File: config.mk
export PLATFORM = sky130hd
export DESIGN_NAME = regfile_write_bank
export DESIGN_NICKNAME = d
export VERILOG_FILES = /design/src/rtl/regfile_write_bank.sv
export SDC_FILE = /design/constraint.sdc
export NUM_CORES = 2
export LEC_CHECK = 0
export ABC_AREA = 1
export BUFFER_PORTS_ARGS = -buffer_cell sky130_fd_sc_hd__buf_4
export CORE_AREA = 5 5 435 437
export CTS_BUF_LIST = sky130_fd_sc_hd__clkbuf_4
export DETAILED_ROUTE_END_ITERATION = 6
export DIE_AREA = 0 0 440 442
export PLACE_DENSITY_LB_ADDON = 0.2
export REMOVE_ABC_BUFFERS = 1
export SKIP_LAST_GASP = 1
export SLEW_MARGIN = 20
export SYNTH_ARGS = -nofsm -noshare
export SYNTH_HDL_FRONTEND = slang
export SYNTH_SLANG_ARGS = --single-unit
File: constraint.sdc
create_clock -name clk -period 39.5 [get_ports clk]
set_clock_uncertainty 0.05 [all_clocks]
set_input_delay 1.975 -clock clk [delete_from_list [all_inputs] [get_ports clk]]
set_output_delay 1.975 -clock clk [all_outputs]
set_load 0.005 [all_outputs]
File: src/rtl/regfile_write_bank.sv
// Write side of the register file: one-hot address decode, 31 writable
// registers (register 0 reads as zero), sticky written flags and a distinct-write count.
module regfile_write_bank #(
    parameter int WIDTH = 32,
    parameter int DEPTH = 32
) (
    input  logic                   clk,
    input  logic                   reset,
    input  logic                   write_enable,
    input  logic [4:0]             write_address,
    input  logic [WIDTH-1:0]       write_data,
    output logic [DEPTH-1:0]       decoded,
    output logic [WIDTH*DEPTH-1:0] reg_flat,
    output logic [DEPTH-1:0]       written,
    output logic [5:0]             write_count
);

    localparam logic [5:0] COUNT_MAX = 6'(DEPTH - 1);

    logic [5:0] count_q;
    logic [5:0] count_d;
    logic       first_write;

    for (genvar gi = 0; gi < DEPTH; gi++) begin : g_reg
        // AND form keeps decoded at 0 even if the address is unknown while disabled.
        assign decoded[gi] = write_enable & (write_address == 5'(gi));

        if (gi == 0) begin : g_zero
            assign reg_flat[WIDTH-1:0] = '0;
            assign written[0]          = 1'b0;
        end else begin : g_store
            logic [WIDTH-1:0] data_q;
            logic [WIDTH-1:0] data_d;
            logic             flag_q;
            logic             flag_d;

            always_comb begin
                data_d = data_q;
                flag_d = flag_q;
                if (decoded[gi]) begin
                    data_d = write_data;
                    flag_d = 1'b1;
                end
            end

            always_ff @(posedge clk or posedge reset) begin
                if (reset) begin
                    data_q <= '0;
                    flag_q <= 1'b0;
                end else begin
                    data_q <= data_d;
                    flag_q <= flag_d;
                end
            end

            assign reg_flat[WIDTH*gi +: WIDTH] = data_q;
            assign written[gi]                 = flag_q;
        end
    end

    // A write counts only when it lands on a nonzero register not yet written.
    assign first_write = |(decoded[DEPTH-1:1] & ~written[DEPTH-1:1]);

    always_comb begin
        count_d = count_q;
        if (first_write && (count_q != COUNT_MAX)) begin
            count_d = count_q + 6'd1;
        end
    end

    always_ff @(posedge clk or posedge reset) begin
        if (reset) begin
            count_q <= '0;
        end else begin
            count_q <= count_d;
        end
    end

    assign write_count = count_q;

endmodule

* After elaboration in Yosys (flattened, before gate mapping) *
Index checks and enable logic that the tools add are counted.

storage, ports and cells
  register bits = 1029
  bits in latches = 0
  bits in writable memories = 0
  ROM bits = 0
  bits of input ports = 40
  output and inout bits = 1094
  logic and storage cells = 133
  memories = 0

cells by class
  add/subtract/negate cells = 1
  $mul = 0
  div/mod/pow operators = 0
  order comparisons = 0
  eq/ne operators = 32
  shift-type cells = 0
  multiplexer cells = 0
  bitwise gates (word level) = 34
  reduce and logical (&&, ||, !) cells = 3

operator list
  operator               count
  $eq A5 B5 Y1 const B   16
  $eq A5 B4 Y1 const B   8
  $and A1 B1 Y1          32
  $and A31 B31 Y31       1
  $not A31 Y31           1
  $reduce_or A31 Y1      1
  $eq A5 B3 Y1 const B   4
  $eq A5 B2 Y1 const B   2
  $add A6 B1 Y6 const B  1
  $ne A6 B5 Y1 const B   1
  $eq A5 B1 Y1 const B   1
  $logic_not A5 Y1       1
  $logic_and A1 B1 Y1    1

* Longest topological paths before layout *
  word-level depth = 5
  mapped depth = 12
  mapped depth without buffers = 12

* Worst setup path before layout *
OpenSTA, ideal clock, no wires.

  path type = input to output
  start point = input port write_enable
  end point = output port decoded[26]
  arrival time = 2711 ps
  required time = 37475 ps
  slack = 34764 ps
  stages = 6
  cells stage by stage = nand2_2 -> inv_2 -> buf_4 -> nand2_1 -> clkbuf_1 -> inv_1

between the ends
  word-level cells in the longest chain between the ends = 1

RTL lines
  item           RTL line  source
  from (decl)    9         input logic write_enable,
  $and A1 B1 Y1  26        assign decoded[gi] = write_enable & (write_address == 5'(gi));
  to (decl)      12        output logic [DEPTH-1:0] decoded,

No other way between the ends.

* Worst setup path after layout *
Ends and elaborated chain as after synthesis.

==> metrics.md <==
| Metric | Value |
|---|---|
| TritonCTS Buffers | `318` |
| Cell mode on critical path | `buf_4` |
| Area leader, netlist | `dfrtp_1` |
| Leak pwr | `25.9 nW` |
| Top-area cell type share of the netlist area | `0.682` |
| H-tree depth | `5` |
| Count of pins over their slew limit | `0` |
| Netlist cell types | `23` |
| Area delta synth->final | `35.9%` |
| CTS Buffer Depth | `4` |
| First-pass GRT wire length | `247000 um` |
| Cells along the critical path | `buf_4 -> nand2_2 -> inv_2 -> nand2_4 -> inv_1 -> buf_4` |
| Count of warnings emitted by yosys | `0` |
| Hold Buf Count CTS | `0` |
| R2R Setup Slk | `37600 ps` |
| Top FF cell, synth | `dfrtp_1` |
| Hold path start | `g_reg[5].g_store.data_q[16]` |
| Cell Pwr Density | `57.8 nW/um^2` |
| DRC | `0` |
| Vias in the first global route | `30800` |
| CP startpoint kind | `input pin` |
| CTS tree | `built` |
| Worst min-delay path class | `flop to flop` |
| Number of synthesized register bits | `1029` |
| Final layout net count | `4867` |
| Slowest-stage cell, CP | `nand2_4` |
| Antenna viol nets, final | `0` |
| Share of post-route cells with drive strength above 1 | `0.339` |
| Critical path type | `input pin to output pin` |
| Final HPWL DP | `121000 um` |
| WL final | `179000 um` |
| Clock slew at reported path FFs | `50 ps` |
| IO Count | `1134` |
| Most common cell after layout, fill and taps aside | `buf_4` |
| 1st-pass router iterations | `5` |
| Largest net degree at the start of global routing | `150` |
| Minimum clock period | `5610 ps` |
| Initial drt markers | `2561` |
| Starting density of the core | `0.204` |
| Inst Count DP | `6986` |
| Die H | `442 um` |
| Outcome | `finished, final reports clean` |
| Final Power | `2.96 mW` |
| Peak supply drop | `0.0292 mV` |
| RePlAce Congestion | `0.832` |
| Crit-path max cell delay | `470 ps` |
| Hold depth | `2` |
| Clk sinks | `1029` |
| Fmax achieved | `178 MHz` |
| GR Overflow Total | `0` |
| Cells on worst reg2reg path | `10` |
| Vias | `31100` |
| Worst Setup End Kind | `output pin` |
| Async SR Flop Fraction | `1.00` |
| Commonest cells after routing, fill and taps aside | `1158 x buf_4, 1065 x nand2_1, 1029 x dfrtp_1, 803 x o21ai_0, 433 x clkbuf_4` |
| Routed len/inst | `23.9 um` |
| Post-CTS sizing | `0` |
| Clock Latency Late Sink | `1340 ps` |
| FILL cells | `20100` |
| CP required | `37470 ps` |
| Critical R2R Capture | `write_count[0]` |
| Largest cells by area after synthesis | `dfrtp_1 68%, o21ai_0 11%, nand2_1 11%` |
| EDFF count, synth | `0` |
| Sequential-to-total area share from yosys stat | `0.682` |
| Reg-to-Reg Start | `g_reg[28].g_store.flag_q` |
| Worst Hold End | `g_reg[5].g_store.data_q[16]` |
| Initial antenna violation count | `24` |
| # rows | `158` |
| Period Utilization, post-route | `0.142` |
| RSZ-0062 raised after global routing | `false` |
| Die X | `440 um` |
| Mapped Area | `37700 sq um` |
| Data arrival, critical path | `3580 ps` |
| Post-CTS Repair Setup Buffers | `0` |
| Setup TNS | `0 ps` |
| Reg area | `25700 sq um` |
| CTS root buffer | `clkbuf_4` |
| Mean Syn Cell Area | `10.2 sq um` |
| Final setup vio count | `0` |
| Final Hold Fails | `0` |
| Buffers & Inverters on Critical Path | `4` |
| Area taken by multi-input logic gates | `9680 sq um` |
| Total Routing Usage GR | `0.178` |
| Non-filler cells in the finished layout | `7487` |
| Die area | `194000 sq um` |
| Input/output buffers | `1100` |
| Mapped Cells | `3695` |
| Max FO, Critical Path | `33` |
| Max-slew headroom | `0.269` |
| Drt via density | `4.16` |
| Max-Cap Viols | `0` |
| Worst Max-Slew Pin Slew | `1100 ps` |
| Crit-path leading delay family | `simple AND/OR/NAND/NOR gates` |
| Core Region | `185000 sq um` |
worst max-delay path by stage:
stage	start	endpoint	slack (ps)	cells past startpoint
after floorplan	reset	g_reg[10].g_store.data_q[0]	8520	1
after detailed placement	reset	g_reg[12].g_store.data_q[12]	33150	6
after global routing	write_enable	decoded[26]	33800	6
after global placement	reset	g_reg[12].g_store.data_q[12]	33150	6
after CTS	write_enable	decoded[26]	33840	6
final	write_enable	decoded[26]	33890	6
where the power goes:
group / switching (mW) / internal [mW] / leakage [nW]
sequential: 0.116 / 1.24 / 13.2
combinational: 0.316 / 0.306 / 10.5
clock: 0.471 / 0.511 / 2.13
flip-flops by register name, indices dropped and copies added (netlist names):
signal and count:
write_count 6, g.g_store.data_q 992, g.g_store.flag_q 31
logic make-up after synthesis:
kind of cell               count (synthesis)  share of synthesized area
xor gates and xnor gates                   3                   0.000697
buffers and inverters                    500                     0.0645
and+or+nand+nor                         1169                      0.120
adders and majority gates                  1                   0.000332
other                                      1                  0.0000994
AOI/OAI and AO/OA                        992                      0.132
DFF                                     1029                      0.682
stage by stage:
step                utilization  area, sq um  worst slack, ps  hold WS [ps]
CTS                       0.278        51200            33840           437
finish                    0.278        51300            33890           431
floorplan                     -        35900             8520           423
detailed placement        0.259        47700            33150           424
global placement          0.259        47700            33150           418
global route              0.278        51300            33800           447
area by class of cell:
| type | count | share of cell area |
|---|---|---|
| flip-flops and latches | 1029 | 0.502 |
| multi-input cells | 2198 | 0.189 |
| repair buffers | 1161 | 0.171 |
| clock buffers | 433 | 0.0634 |
| well taps | 2480 | 0.0605 |
| inverters | 118 | 0.00878 |
| clock inverters | 52 | 0.00505 |
| diodes | 16 | 0.000781 |
routing by layer:
layer  track usage  vias up  wire [um]
li1              -    14300          -
met1         0.205    15400      68500
met4        0.0797        6       8000
met3        0.0512      326      12700
met2         0.307     1191      89500
met5             0        -         32
cell usage after synthesis, types with 2 or more instances:
cell / number
buf_1: 2
buf_2: 140
buf_4: 65
buf_6: 18
clkbuf_1: 154
clkbuf_2: 3
dfrtp_1: 1029
inv_1: 97
inv_2: 21
nand2_1: 1067
nand2_2: 4
nand3_1: 33
nand4_1: 5
nor2_1: 39
nor2_2: 11
nor2_4: 7
o21ai_0: 803
o21ai_1: 189
or2_2: 2
xor2_1: 3
worst register-to-register path: cells and delay by family, from the launching register on:
| kind | cells | cell delay (ps) |
|---|---|---|
| AND/OR/NAND/NOR | 9 | 990 |
| buffers and inverters | 1 | 110 |
| flip-flops | 1 | 580 |
(Power assumes the default switching activity.)
